==> config.mk <==
export PLATFORM = sky130hd
export DESIGN_NAME = result_unloader
export DESIGN_NICKNAME = d
export VERILOG_FILES = /design/src/rtl/result_unloader_pkg.sv /design/src/rtl/result_snapshot.sv /design/src/rtl/result_unloader.sv
export SDC_FILE = /design/constraint.sdc
export NUM_CORES = 1
export LEC_CHECK = 0
export ABC_CLOCK_PERIOD_IN_PS = 6400
export CAP_MARGIN = 10
export CORE_ASPECT_RATIO = 0.7
export CORE_MARGIN = 3
export CORE_UTILIZATION = 50
export CTS_CLUSTER_SIZE = 28
export DETAILED_ROUTE_END_ITERATION = 8
export PLACE_DENSITY = 0.88
export SLEW_MARGIN = 15
export SYNTH_ARGS = -nofsm -noshare
export SYNTH_HDL_FRONTEND = slang
export SYNTH_SLANG_ARGS = --single-unit
==> constraint.sdc <==
create_clock -name clk -period 6.4 [get_ports clk]
set_input_delay 1.28 -clock clk [delete_from_list [all_inputs] [get_ports clk]]
set_output_delay 1.28 -clock clk [all_outputs]
set_load 0.02 [all_outputs]
==> src/rtl/result_unloader_pkg.sv <==
// Shared constants, FSM encoding and index helper for the MAC-grid result unloader.
package result_unloader_pkg;

    localparam int MAC_N         = 9;
    localparam int GRID          = 3;
    localparam int RES_W_DEF     = 10;
    localparam int DRAIN_CYC_DEF = 4;
    localparam int ADDR_W        = 4;
    localparam int DIM_W         = 2;

    typedef enum logic [1:0] {
        ST_IDLE  = 2'd0,
        ST_DRAIN = 2'd1,
        ST_SEND  = 2'd2,
        ST_DONE  = 2'd3
    } state_e;

    // Flat MAC number for grid position (row i, col j); the grid is always 3 wide.
    function automatic logic [ADDR_W-1:0] mac_index(input logic [DIM_W-1:0] i,
                                                    input logic [DIM_W-1:0] j);
        return ({2'b00, i} * ADDR_W'(GRID)) + {2'b00, j};
    endfunction

endpackage

==> src/rtl/result_snapshot.sv <==
// Snapshot bank of the nine MAC results, loaded once per transfer and read by grid index.
module result_snapshot
    import result_unloader_pkg::*;
#(
    parameter int RES_W = RES_W_DEF
) (
    input  logic                   clk,
    input  logic                   clear,
    input  logic                   load,
    input  logic [MAC_N*RES_W-1:0] mac_res,
    input  logic [ADDR_W-1:0]      rd_idx,
    output logic [RES_W-1:0]       rd_data
);

    logic [RES_W-1:0] bank_q [MAC_N];

    // NOTE: this bank is cleared on reset on purpose: after a clear the unloader must
    // never present stale results, so it is not left as an unreset storage array.
    always_ff @(posedge clk) begin
        if (clear) begin
            for (int m = 0; m < MAC_N; m++) begin
                bank_q[m] <= '0;
            end
        end else if (load) begin
            for (int m = 0; m < MAC_N; m++) begin
                bank_q[m] <= mac_res[m*RES_W +: RES_W];
            end
        end
    end

    // NOTE: the read mux gets a default before the guarded select so no latch is inferred.
    always_comb begin
        rd_data = '0;
        if (rd_idx < ADDR_W'(MAC_N)) begin
            rd_data = bank_q[rd_idx];
        end
    end

endmodule

==> src/rtl/result_unloader.sv <==
// Waits for unload_res to rise, lets the systolic grid drain, snapshots the MACs and
// streams the row_w x col_x result matrix row-major on a valid/ready port.
module result_unloader
    import result_unloader_pkg::*;
#(
    parameter int RES_W     = RES_W_DEF,
    parameter int DRAIN_CYC = DRAIN_CYC_DEF
) (
    input  logic                   clk,
    input  logic                   clear_res,
    input  logic                   unload_res,
    input  logic [MAC_N*RES_W-1:0] mac_res,
    input  logic [DIM_W-1:0]       row_w,
    input  logic [DIM_W-1:0]       col_x,
    input  logic                   out_ready,
    output logic [RES_W-1:0]       data_out,
    output logic                   data_valid,
    output logic [ADDR_W-1:0]      addr_out,
    output logic                   busy,
    output logic                   done
);

    localparam int              CNT_W    = (DRAIN_CYC > 1) ? $clog2(DRAIN_CYC) : 1;
    localparam logic [CNT_W-1:0] CNT_LAST = CNT_W'(DRAIN_CYC - 1);

    state_e             state_q, state_d;
    logic [CNT_W-1:0]   cnt_q, cnt_d;
    logic [DIM_W-1:0]   i_q, i_d;
    logic [DIM_W-1:0]   j_q, j_d;
    logic [ADDR_W-1:0]  k_q, k_d;
    logic [DIM_W-1:0]   rows_q, rows_d;
    logic [DIM_W-1:0]   cols_q, cols_d;
    logic               unload_q;
    logic               start;
    logic               snap_load;
    logic [RES_W-1:0]   snap_data;

    assign start = unload_res & ~unload_q;

    always_comb begin
        state_d   = state_q;
        cnt_d     = cnt_q;
        i_d       = i_q;
        j_d       = j_q;
        k_d       = k_q;
        rows_d    = rows_q;
        cols_d    = cols_q;
        snap_load = 1'b0;

        unique case (state_q)
            ST_IDLE: begin
                if (start) begin
                    state_d = ST_DRAIN;
                    cnt_d   = '0;
                end
            end
            ST_DRAIN: begin
                if (cnt_q == CNT_LAST) begin
                    // Dimensions are captured together with the data so later changes are ignored.
                    snap_load = 1'b1;
                    rows_d    = row_w;
                    cols_d    = col_x;
                    i_d       = '0;
                    j_d       = '0;
                    k_d       = '0;
                    state_d   = (row_w == '0 || col_x == '0) ? ST_DONE : ST_SEND;
                end else begin
                    cnt_d = cnt_q + CNT_W'(1);
                end
            end
            ST_SEND: begin
                if (out_ready) begin
                    k_d = k_q + ADDR_W'(1);
                    if (j_q == cols_q - DIM_W'(1)) begin
                        j_d = '0;
                        if (i_q == rows_q - DIM_W'(1)) begin
                            state_d = ST_DONE;
                        end else begin
                            i_d = i_q + DIM_W'(1);
                        end
                    end else begin
                        j_d = j_q + DIM_W'(1);
                    end
                end
            end
            ST_DONE: begin
                state_d = ST_IDLE;
            end
            default: begin
                state_d = ST_IDLE;
            end
        endcase
    end

    // NOTE: all state uses non-blocking assignments so every register samples pre-edge values.
    always_ff @(posedge clk) begin
        if (clear_res) begin
            state_q  <= ST_IDLE;
            cnt_q    <= '0;
            i_q      <= '0;
            j_q      <= '0;
            k_q      <= '0;
            rows_q   <= '0;
            cols_q   <= '0;
            unload_q <= unload_res;
        end else begin
            state_q  <= state_d;
            cnt_q    <= cnt_d;
            i_q      <= i_d;
            j_q      <= j_d;
            k_q      <= k_d;
            rows_q   <= rows_d;
            cols_q   <= cols_d;
            unload_q <= unload_res;
        end
    end

    result_snapshot #(
        .RES_W (RES_W)
    ) u_snapshot (
        .clk     (clk),
        .clear   (clear_res),
        .load    (snap_load),
        .mac_res (mac_res),
        .rd_idx  (mac_index(i_q, j_q)),
        .rd_data (snap_data)
    );

    assign data_valid = (state_q == ST_SEND);
    assign data_out   = data_valid ? snap_data : '0;
    assign addr_out   = data_valid ? k_q : '0;
    assign busy       = (state_q == ST_DRAIN) || (state_q == ST_SEND);
    assign done       = (state_q == ST_DONE);

endmodule

==> results.sh, run 1 <==
export IMPL_status="completed"
export IMPL_yosys_top_cells_count="and2_1, edfxtp_1, nor2_1"
export IMPL_finalSetupTns_ns=0
export IMPL_fp_dieW_um=127
export IMPL_drc=0
export IMPL_core_um2=9830
export IMPL_hold_path_class="flip-flop to flip-flop"
export IMPL_fin_cells=603
export IMPL_clk_pin_slew_worst_paths_ns=0.07
export IMPL_viasPerCell=5.46
export IMPL_postCtsSetupRepairBufs=0
export IMPL_fin_skew_ns=0.00591
export IMPL_clkSinkCount=107
export IMPL_synth_area_um2=5130
export IMPL_cts_inserted_buffers=9
export IMPL_cts_resized=0
export IMPL_reg2reg_depth=5
export IMPL_cts_root_buf="clkbuf_16"
export IMPL_synthCells=362
export IMPL_timing_hold_violations_final=0
export IMPL_ant_nets=0
export IMPL_max_vdd_ir_drop_uv=161
export IMPL_synth_async_reset_ratio_pct=0
export IMPL_drt_iter0_drc=255
export IMPL_fin_nets=580
export IMPL_ios=115
export IMPL_ys_seq_area_share_pct=59.3
export IMPL_required_ns=5.12
export IMPL_dp_hpwl_um=7540
export IMPL_max_clock_freq_mhz=190
export IMPL_min_path_cells=2
export IMPL_clkLatencyLatePin_ns=0.34
export IMPL_maxCapViolCount=0
export IMPL_rsz0062_at_grt="false"
export IMPL_end_kind="primary output"
export IMPL_fin_crit_ns=5.25
export IMPL_wl_per_cell_um=17.5
export IMPL_start_kind="flip-flop"
export IMPL_die_y_um=90.7
export IMPL_clockBufferDepth=2
export IMPL_num_vias=3293
export IMPL_syn2layout_area_growth_pct=30.3
export IMPL_finalSetupViolCount=0
export IMPL_tritoncts="done"
export IMPL_grt_pass1_vias=3371
export IMPL_r2r_slack_ns=3.55
export IMPL_yosysTopAreaCell="edfxtp_1"
export IMPL_wl_um=10600
export IMPL_grt_max_degree=95
export IMPL_num_rows=30
export IMPL_htree_levels=3
export IMPL_finalCritPeriodShare_pct=82.0
export IMPL_hold_buffers=0
export IMPL_port_buffer_count=114
export IMPL_dr_pass1_iters=5
export IMPL_nFillCells=684
export IMPL_gr_usage_all_layers_pct=19.1
export IMPL_yosysMostFrequentCell="and2_1"
export IMPL_power_density_nw_per_um2=256
export IMPL_max_slew_margin_pct=37.7
export IMPL_slowest_delay_ns=0.81
export IMPL_crit_path_frequent_cell="fa_1"
export IMPL_tightest_slew_ns=0.934
export IMPL_yosys_area_top_type_share_pct=52.7
export IMPL_crit_fanout=11
export IMPL_initial_core_util_pct=52.1
export IMPL_drive_above_1_share_pct=8.21
export IMPL_worst_ep_arrival_time_ns=3.97
export IMPL_ys_types=40
export IMPL_grt_pass1_wl_um=17100
export IMPL_ys_warn_count=0
export IMPL_ys_ff_latch=107
export IMPL_slew_viol_final=0
export IMPL_power_leakage_uw=0.00250
export IMPL_grt_antenna_before_repair=0
export IMPL_gr_total_overflow=0
export IMPL_worst_setup_path_type="flip-flop to primary output"
export IMPL_synth_ff_type="edfxtp_1"
export IMPL_slowest_stage="fa_1"
export IMPL_synth_area_leaders="edfxtp_1, and2_1, mux4_1, dfxtp_1, ha_1"
export IMPL_synth_fp_nets=472
export IMPL_dieArea_um2=11500
export IMPL_place_inst=587
export IMPL_place_gp_congestion=0.799
export IMPL_synth_area_per_cell_um2=14.2
export IMPL_antenna_cells=0
export IMPL_synth_edff_count=90
export IMPL_crit_chain="fa_1, ha_1, inv_1, fa_1, nor4b_4, a22oi_1, nor2_1, clkdlybuf4s50_1"
## area by class of cell
type	count	area [um2]	share of cell area (%)
clock buffers	9	225	3.37
clock inverters	7	87.6	1.31
inverters	8	31.3	0.468
multi-input cells	227	1970	29.5
flip-flops and latches	107	3040	45.6
well taps	128	160	2.40
repair buffers	117	1160	17.4
## metrics by stage
| stage | area, um2 | power (uW) | hold WS (ns) | worst slack, ns | utilization, % |
|---|---|---|---|---|---|
| after floorplan | 5130 | 1020 | 0.462 | 2.61 | - |
| after global placement | 6370 | 1150 | 0.481 | 1.61 | 64.7 |
| after detailed placement | 6370 | 1160 | 0.518 | 1.52 | 64.7 |
| after CTS | 6680 | 1720 | 0.542 | 1.14 | 67.9 |
| after global routing | 6680 | 1780 | 0.556 | 0.913 | 67.9 |
| final | 6680 | 1710 | 0.538 | 1.15 | 67.9 |
## cell families after synthesis
| group | synth area share, % |
|---|---|
| xor gates and xnor gates | 0.683 |
| AOI/OAI and AO/OA | 4.90 |
| buffers and inverters | 2.39 |
| and+or+nand+nor | 16.6 |
| adders and majority gates | 3.22 |
| muxes | 12.9 |
| DFF | 59.3 |
## where the power goes
part	internal (uW)	switching (uW)	total (uW)
Sequential	781	15.0	796
Combinational	173	176	349
Clock	311	254	565
Total	1260	445	1710
## worst max-delay path: cells and delay by family, from the launching register on
kind / cells / cell delay (ns)
fa+ha+maj: 3 / 1.52
buf+inv: 2 / 0.68
simple gates: 2 / 0.86
flops: 1 / 0.38
compound gates: 1 / 0.20
## worst paths after layout
kind | start | endpoint
max reg2reg | state_q[1]$_SDFFE_PP0P_ | u_snapshot.bank_q[4][4]$_SDFFCE_PN0P_
max | i_q[0]$_SDFFE_PP0P_ | data_out[4]
min | cnt_q[1]$_SDFFE_PP0P_ | cnt_q[1]$_SDFFE_PP0P_
min reg2reg | cnt_q[1]$_SDFFE_PP0P_ | cnt_q[1]$_SDFFE_PP0P_
## registers in the layout, indices dropped and copies added, names as in the netlist
signal,flops
unload_q,1
cols_q,2
i_q,2
cnt_q,2
j_q,2
state_q,2
k_q,4
rows_q,2
u_snapshot.bank_q,90
## layer usage
metal,vias up,share of wire [%],GRT usage (%)
met4,0,1.5,5.36
li1,1558,-,-
met2,111,48,30.4
met5,-,0,0
met1,1607,44,25.8
met3,17,5.8,5.44
## cells in the final DEF (no fill, tap or decap), drive strengths merged, types with 4 or more instances in the layout
master	count
mux2i	4
and2	96
edfxtp	90
inv	9
a21oi	7
clkdlybuf4s50	114
xor2	4
clkbuf	9
mux2	10
nand2b	5
a22oi	10
mux4	20
ha	10
nand2	5
dfxtp	17
nor2	21
a22o	4
clkinv	5
Note: power is estimated with default switching activity, not from simulation.
==> inputs of run 2 (changes only) <==
- ABC_CLOCK_PERIOD_IN_PS: 6400 -> 4950
- clock period: 6.4 -> 4.95 ns (I/O delays scaled with it)
==> run 2 against run 1 <==
Clock power up 24%. Clock skew fell by 0.00076 ns. Global-route usage increased by 0.70 points. Die area unchanged. Via count down 1.8%. Sequential power is 29% higher. Sequential share of layout area increased by 0.060 points. Cell count is 0.17% higher. Non-clock buffer count grew 1. Utilization decreased by 0.089 points. Highest routed layer unchanged.
==> results.sh, run 2 (same netlist as run 1, synthesis figures left out) <==
export IMPL_finalCritPeriodShare_pct=96.2
export IMPL_grt_antenna_before_repair=0
export IMPL_reg2reg_depth=5
export IMPL_place_gp_congestion=0.788
export IMPL_hold_end="cnt_q[1]$_SDFFE_PP0P_"
export IMPL_drt_iter0_drc=307
export IMPL_crit_chain="fa_1, ha_2, inv_1, fa_1, nor4b_4, a22oi_1, nor2_1, clkdlybuf4s50_1"
export IMPL_fin_nets=581
export IMPL_worst_setup_path_type="flip-flop to primary output"
export IMPL_grt_pass1_vias=3416
export IMPL_tightest_slew_ns=0.852
export IMPL_wl_per_cell_um=17.7
export IMPL_initial_core_util_pct=52.1
export IMPL_slowest_delay_ns=0.69
export IMPL_clockBufferDepth=2
export IMPL_power_density_nw_per_um2=327
export IMPL_gr_usage_all_layers_pct=19.8
export IMPL_finalInstanceArea_um2=6670
export IMPL_rr_endpoint="u_snapshot.bank_q[8][2]$_SDFFCE_PN0P_"
export IMPL_port_buffer_count=114
export IMPL_end_kind="primary output"
export IMPL_r2r_slack_ns=2.35
export IMPL_start_kind="flip-flop"
export IMPL_finalSetupViolCount=0
export IMPL_grt_pass1_wl_um=17600
export IMPL_dp_hpwl_um=7750
export IMPL_antenna_cells=0
export IMPL_rsz0062_at_grt="false"
export IMPL_utilization_pct=67.8
export IMPL_min_from="cnt_q[1]$_SDFFE_PP0P_"
export IMPL_maxCapViolCount=0
export IMPL_finalSetupTns_ns=0
export IMPL_power_leakage_uw=0.00249
export IMPL_wl_um=10700
export IMPL_syn2layout_area_growth_pct=30.1
export IMPL_clkLatencyLatePin_ns=0.34
export IMPL_dr_pass1_iters=5
export IMPL_slew_viol_final=0
export IMPL_max_vdd_ir_drop_uv=195
export IMPL_clkSinkCount=107
export IMPL_drc=0
export IMPL_die_y_um=90.7
export IMPL_num_rows=30
export IMPL_worst_path_buf_inv=2
export IMPL_final_cell_mix="clkdlybuf4s50_1, and2_1, edfxtp_1"
export IMPL_gr_total_overflow=0
export IMPL_max_slew_margin_pct=43.2
export IMPL_dpl_cell_area_um2=6370
export IMPL_crit_fanout=11
export IMPL_cts_inserted_buffers=9
export IMPL_dieArea_um2=11500
export IMPL_num_vias=3233
export IMPL_crit_start="i_q[0]$_SDFFE_PP0P_"
export IMPL_ios=115
export IMPL_drive_above_1_share_pct=8.61
export IMPL_required_ns=3.96
export IMPL_largest_reg_flops=90
export IMPL_ant_nets=0
export IMPL_whs_ns=0.525
export IMPL_top_regs="u_snapshot.bank_q (90), k_q (4)"
export IMPL_grt_max_degree=70
export IMPL_fp_dieW_um=127
export IMPL_min_path_cells=2
export IMPL_viasPerCell=5.35
export IMPL_hold_path_class="flip-flop to flip-flop"
export IMPL_worst_ep_arrival_time_ns=3.77
export IMPL_fin_crit_ns=4.76
export IMPL_crit_path_frequent_cell="fa_1"
export IMPL_max_clock_freq_mhz=210
export IMPL_tritoncts="done"
export IMPL_cp_top_family="adder cells"
export IMPL_cts_root_buf="clkbuf_16"
export IMPL_core_um2=9830
export IMPL_timing_hold_violations_final=0
export IMPL_nFillCells=707
export IMPL_clk_pin_slew_worst_paths_ns=0.07
export IMPL_largest_register="u_snapshot.bank_q"
export IMPL_hold_buffers=0
export IMPL_status="completed"
export IMPL_slowest_stage="nor4b_4"
export IMPL_rr_startpoint="state_q[1]$_SDFFE_PP0P_"
export IMPL_mostFrequentLayoutCell="clkdlybuf4s50_1"
export IMPL_fin_skew_ns=0.00515
export IMPL_htree_levels=3
-- run 2: changes by cell type in the layout (fill, tap and decap cells not counted), sizes merged --
cell and delta:
clkinv +1, clkinvlp +1, inv -2, buf +1
-- run 2: timing repair --
action,4_1_cts,5_1_grt
buffers inserted,0,0
hold endpoints to repair,0,0
endpoints found under the setup margin,0,1
gates resized for setup,0,1
-- run 2: worst max path at each step --
stage	end	cells past startpoint
3_5_place_dp	data_out[8]	7
3_3_place_gp	data_out[1]	8
4_1_cts	data_out[8]	7
5_1_grt	data_out[8]	8
6_report	data_out[8]	8
2_1_floorplan	data_out[0]	8
-- run 2: area by class of cell --
class / instances / area, um2 / area share (%)
Clock buffer: 9 / 225 / 3.38
Clock inverter: 7 / 68.8 / 1.03
Inverter: 8 / 31.3 / 0.469
Multi-Input combinational cell: 227 / 1970 / 29.6
Sequential cell: 107 / 3040 / 45.6
Tap cell: 128 / 160 / 2.40
Timing Repair Buffer: 118 / 1170 / 17.6
-- run 2: tightest hold or removal path, delay by kind of cell (launching register included) --
kind | cells | cell delay [ns]
DFF | 1 | 0.34
muxes | 1 | 0.07
and+or+nand+nor | 1 | 0.07
-- run 2: power breakdown --
group | switching (uW) | internal, uW
Sequential | 20.2 | 1010
Combinational | 231 | 223
Clock | 309 | 390
-- run 2: routing by layer --
| metal | vias to the layer above | track usage [%] | share of wire, % |
|---|---|---|---|
| met2 | 120 | 31.3 | 49 |
| met4 | 0 | 5.71 | 1.0 |
| met5 | - | 0 | 0 |
| met1 | 1549 | 26.0 | 41 |
| met3 | 9 | 7.03 | 8.6 |
| li1 | 1555 | - | - |
-- run 2: metrics by stage --
| stage | setup WS (ns) | std cells | total power (uW) |
|---|---|---|---|
| after floorplan | 1.45 | 362 | 1320 |
| after global placement | 0.607 | 588 | 1480 |
| after detailed placement | 0.543 | 588 | 1500 |
| after CTS | 0.151 | 604 | 2200 |
| after global routing | 0.00231 | 604 | 2280 |
| final | 0.187 | 604 | 2180 |
